--- src/rtl/core_pipe_exec_mdu_seq.sv ---
// Issue/writeback sequencer around the execute-stage multiply/divide unit.
// Holds one M-extension op stable to the MDU and presents its result to writeback.
module core_pipe_exec_mdu_seq #(
    parameter bit          BYPASS_DIVZERO = 1'b1,
    parameter int unsigned XLEN           = 64
) (
    input  logic            g_clk,
    input  logic            g_resetn,
    input  logic            flush,
    input  logic            s_valid,
    output logic            s_ready,
    input  logic            s_op_word,
    input  logic [7:0]      s_op,
    input  logic [XLEN-1:0] s_rs1,
    input  logic [XLEN-1:0] s_rs2,
    input  logic [4:0]      s_rd_addr,
    output logic            mdu_flush,
    output logic            mdu_valid,
    output logic            mdu_op_word,
    output logic [7:0]      mdu_op,
    output logic [XLEN-1:0] mdu_rs1,
    output logic [XLEN-1:0] mdu_rs2,
    input  logic            mdu_ready,
    input  logic [XLEN-1:0] mdu_rd,
    output logic            wb_valid,
    input  logic            wb_ready,
    output logic [4:0]      wb_rd_addr,
    output logic [XLEN-1:0] wb_data
);

    typedef enum logic [1:0] {StIdle, StRun, StResult} state_e;

    state_e          state_q, state_d;
    logic            word_q, word_d;
    logic [7:0]      op_q, op_d;
    logic [XLEN-1:0] rs1_q, rs1_d;
    logic [XLEN-1:0] rs2_q, rs2_d;
    logic [4:0]      rd_q, rd_d;
    logic [XLEN-1:0] wb_data_q, wb_data_d;

    logic            accept;
    logic            is_div;
    logic            rs2_zero;
    logic            local_res;
    logic [XLEN-1:0] local_data;
    state_e          issue_state;

    // Divide-by-zero and empty ops resolve without ever waking the MDU.
    assign is_div      = |s_op[7:4];
    assign rs2_zero    = s_op_word ? (s_rs2[31:0] == 32'd0) : (s_rs2 == '0);
    assign local_res   = (s_op == 8'd0) || (is_div && rs2_zero && BYPASS_DIVZERO);
    assign issue_state = local_res ? StResult : StRun;
    assign accept      = s_valid && s_ready;

    always_comb begin
        local_data = s_rs1;
        if (s_op == 8'd0) begin
            local_data = '0;
        end else if (s_op[4] || s_op[5]) begin
            local_data = '1;
        end else if (s_op_word) begin
            local_data = {{(XLEN-32){s_rs1[31]}}, s_rs1[31:0]};
        end
    end

    always_ff @(posedge g_clk) begin
        if (!g_resetn) begin
            state_q <= StIdle;
        end else begin
            state_q <= state_d;
        end
    end

    always_comb begin
        state_d = state_q;
        if (flush) begin
            state_d = StIdle;
        end else begin
            unique case (state_q)
                StIdle:   if (accept) state_d = issue_state;
                StRun:    if (mdu_ready) state_d = StResult;
                StResult: if (wb_ready) state_d = accept ? issue_state : StIdle;
                default:  state_d = StIdle;
            endcase
        end
    end

    always_comb begin
        s_ready   = !flush && ((state_q == StIdle) || ((state_q == StResult) && wb_ready));
        mdu_valid = (state_q == StRun);
        mdu_flush = flush || (state_q != StRun);
        wb_valid  = (state_q == StResult);
    end

    always_comb begin
        word_d    = word_q;
        op_d      = op_q;
        rs1_d     = rs1_q;
        rs2_d     = rs2_q;
        rd_d      = rd_q;
        wb_data_d = wb_data_q;
        if (accept) begin
            word_d = s_op_word;
            op_d   = s_op;
            rs1_d  = s_rs1;
            rs2_d  = s_rs2;
            rd_d   = s_rd_addr;
            if (local_res) wb_data_d = local_data;
        end else if ((state_q == StRun) && mdu_ready && !flush) begin
            wb_data_d = mdu_rd;
        end
    end

    always_ff @(posedge g_clk) begin
        if (!g_resetn) begin
            word_q    <= 1'b0;
            op_q      <= '0;
            rs1_q     <= '0;
            rs2_q     <= '0;
            rd_q      <= '0;
            wb_data_q <= '0;
        end else begin
            word_q    <= word_d;
            op_q      <= op_d;
            rs1_q     <= rs1_d;
            rs2_q     <= rs2_d;
            rd_q      <= rd_d;
            wb_data_q <= wb_data_d;
        end
    end

    assign mdu_op_word = word_q;
    assign mdu_op      = op_q;
    assign mdu_rs1     = rs1_q;
    assign mdu_rs2     = rs2_q;
    assign wb_rd_addr  = rd_q;
    assign wb_data     = wb_data_q;

endmodule

--- config.mk ---
export PLATFORM = sky130hd
export DESIGN_NAME = core_pipe_exec_mdu_seq
export DESIGN_NICKNAME = d
export VERILOG_FILES = /design/src/rtl/core_pipe_exec_mdu_seq.sv
export SDC_FILE = /design/constraint.sdc
export NUM_CORES = 1
export LEC_CHECK = 0
export BUFFER_PORTS_ARGS = -buffer_cell sky130_fd_sc_hd__buf_2
export CAP_MARGIN = 0
export CORE_MARGIN = 3
export CORE_UTILIZATION = 27
export DETAILED_ROUTE_END_ITERATION = 10
export SLEW_MARGIN = 0
export SYNTH_ARGS = -nofsm -noshare
export SYNTH_HDL_FRONTEND = slang
export SYNTH_SLANG_ARGS = --single-unit
--- constraint.sdc ---
create_clock -name g_clk -period 2.27 [get_ports g_clk]
set_input_delay 0.1135 -clock g_clk [delete_from_list [all_inputs] [get_ports g_clk]]
set_output_delay 0.1135 -clock g_clk [all_outputs]
set_load 0.02 [all_outputs]
==> metrics.md <==
| Metric | Value |
|---|---|
| Status | `finished with violations` |
| H-tree Lvls | `1` |
| Initial Utilization | `0.275` |
| VDD IR max | `0.000457 V` |
| Slew Limit Fails | `0` |
| Internal power | `6.78 mW` |
| Finished Cell Area | `0.0145 mm^2` |
| Async set or reset register ratio after synthesis | `0` |
| Tot Pwr | `9.26 mW` |
| Endpoints failing hold | `1` |
| Core area | `0.0326 mm^2` |
| Worst-Margin Slew | `0.588 ns` |
| Max cap viols | `0` |
| Placer Congestion | `0.831` |
| Die ar. | `0.0354 mm^2` |
| Worst path arrival time | `2.62 ns` |
| Routed WL | `36200 um` |
| Vias per inst | `4.78` |
| First-pass GRT wire length | `56500 um` |
| Synth-to-Final Area Change | `61.7%` |
| Syn nets | `1280` |
| Row count | `66` |
| Leak | `6.70 nW` |
| Crit path cell chain | `dlygate4sd3_1 -> buf_2 -> or4_4 -> or4_4 -> o22ai_4 -> or2_4 -> clkbuf_16 -> a21oi_1` |
| Routed len/inst | `17.1 um` |
| Vias in the first global route | `10469` |
| Unrepaired setup endpoints after global routing | `no` |
| Die width | `188 um` |
| Yosys reg bits | `208` |
| HPWL after detailed placement | `23000 um` |
| Commonest cells after routing, fill and taps aside | `buf_2, nand2_1, dlygate4sd3_1` |
| Clock buffer depth | `3` |
| Mapped Cells | `1068` |
| Layout cell share with drive strength beyond 1 | `0.315` |
| Post-CTS setup buffer count | `0` |
| Root Buffer | `clkbuf_16` |
| Crit share post-route | `0.972` |
| Failing checks | `negative hold slack` |
| Ys Warns | `0` |
| CP peak stage delay | `0.57 ns` |
| Worst-path clk slew | `0.06 ns` |
| Setup TNS | `0 ns` |
| DRT iter0 DRCs | `417` |
| Synthesized area | `0.00896 mm^2` |
| Count of final setup violators | `0` |
| Overall Global Routing Usage | `0.194` |
| Initial antenna violation count | `2` |
| Highest Clock Rate | `453 MHz` |
| CP Launch Type | `input port` |
| CP Max Fanout | `21` |
| Post-synth EDFFs | `0` |
| Cell mode on critical path | `or4_4` |
| PwrDens | `639 mW/mm^2` |
| Setup Crit Path Kind | `input port to flip-flop` |
| Filler instances | `3096` |
| Sequential Power Share | `0.417` |
| Worst hold path type | `input port to flip-flop` |
| Clock sinks | `208` |
| Most common library cell in the layout ignoring fill and taps | `buf_2` |
| Total CTS buffers | `25` |
| Multi-input logic area | `0.00425 mm^2` |
| Clock network fraction of design power | `0.419` |
| Post-synthesis sequential area ratio | `0.465` |
| Mean area per synthesized cell | `8.39 um^2` |
| I/O Buffers | `421` |
| Drt pass-1 iters | `5` |
| Worst EP required | `2.68 ns` |
| # IOs | `422` |
| Max-slew headroom | `0.608` |
| Die H | `188 um` |
| Register Area | `0.00416 mm^2` |
| Clock tree from TritonCTS | `yes` |
| Sw Ratio | `0.267` |
| Synth unique cells | `34` |
| Combinational share of power | `0.164` |
| Slowest CP cell | `or4_4` |
| DR DRC count | `0` |
| Via count | `10104` |
| Switch Pwr | `2.47 mW` |
| Worst-skew pair later-pin latency | `0.54 ns` |
| Antenna viol nets, final | `0` |
| WHS | `-0.0608 ns` |
| Min Tclk post-route | `2.21 ns` |
| Placed cell area | `0.0115 mm^2` |
| Nets@finish | `1866` |
| Pin count of the biggest net entering global routing | `115` |
| CP Capture Type | `flip-flop` |
| Main flop type after synthesis | `dfxtp_1` |
| Grt ovf | `0` |
| Worst clock skew | `0.0208 ns` |
-- synth_stat cells, types with 2 or more instances --
cell type  number  area share
a21boi_0      142        0.12
a21oi_1        66       0.037
a22oi_1         4      0.0034
a22oi_2        30       0.042
a2bb2oi_1      32       0.031
buf_2           7      0.0039
buf_4           5      0.0042
buf_6           8       0.010
buf_8           3      0.0050
clkbuf_1       75       0.031
dfxtp_1       208        0.46
inv_1          34       0.014
nand2_1       287        0.12
nand2b_1        2      0.0014
nand4_1         3      0.0021
nor2_1         34       0.014
nor2b_1         2      0.0014
nor4_1         16       0.011
o21ai_0        32       0.018
o31ai_1        64       0.054
-- power groups by stage --
stage          Clock, mW  Sequential [mW]  Combinational (mW)
2_1_floorplan          0             4.10               0.500
3_3_place_gp           0             3.93                1.20
3_5_place_dp           0             3.93                1.21
4_1_cts             4.01             3.85                1.51
5_1_grt             4.15             3.87                1.65
6_report            3.88             3.86                1.52
-- metrics by stage --
step / std cells / util / setup slack (ns)
CTS: 2114 / 0.442 / 0.00695
detailed placement: 1852 / 0.351 / 0.0746
finish: 2116 / 0.444 / 0.0633
global placement: 1852 / 0.351 / 0.0622
floorplan: 1068 / - / 0.289
global route: 2115 / 0.444 / 0.00873
-- metal layers --
metal,GRT usage,wire (um),vias up,share of wire
li1,-,-,4851,-
met1,0.228,14400,4700,0.40
met2,0.332,17400,439,0.48
met3,0.0454,2700,112,0.075
met4,0.0932,1660,2,0.046
met5,0,20,-,0.00055
-- final timing paths --
kind / startpoint / endpoint / slack [ns] / depth (start not counted)
setup reg to reg: state_q[1] / mdu_rs2[13] / 0.21 / 7
setup / recovery: s_op[0] / wb_data[42] / 0.06 / 8
hold / removal: mdu_ready / state_q[1] / -0.06 / 3
hold reg to reg: mdu_rs2[20] / mdu_rs2[20] / 0.46 / 2
-- cell type report --
type | instances | area share
repair buffers | 658 | 0.318
multi-input cells | 727 | 0.293
flip-flops and latches | 208 | 0.287
clock buffers | 37 | 0.0490
well taps | 442 | 0.0381
inverters | 34 | 0.00880
clock inverters | 8 | 0.00535
diodes | 2 | 0.000345
-- critical path, delay by kind of cell --
| family | cells | cell delay [ns] |
|---|---|---|
| AND/OR/NAND/NOR | 3 | 1.33 |
| buffers and inverters | 3 | 0.89 |
| AO/OA/AOI/OAI | 2 | 0.27 |
-- kinds of logic after synthesis --
logic type / count (synthesis) / synth area share
AO/OA/AOI/OAI: 375 / 0.309
buffers and inverters: 133 / 0.0692
flip-flops: 208 / 0.465
AND/OR/NAND/NOR: 352 / 0.157
-- state kept, by name (all words and copies together), names as in the netlist --
register and cells:
state_q 2, mdu_rs2 64, mdu_rs1 64, mdu_op_word 1, wb_data 64, mdu_op 8
wb_rd_addr 5
-- repair_timing --
item / 4_1_cts / 5_1_grt
endpoints found under the setup margin: 0 / 59
endpoints found under the hold margin: 207 / 0
gates resized for setup: 0 / 12
hold buffers: 217 / 0
Power figures use the tool's default switching activity.
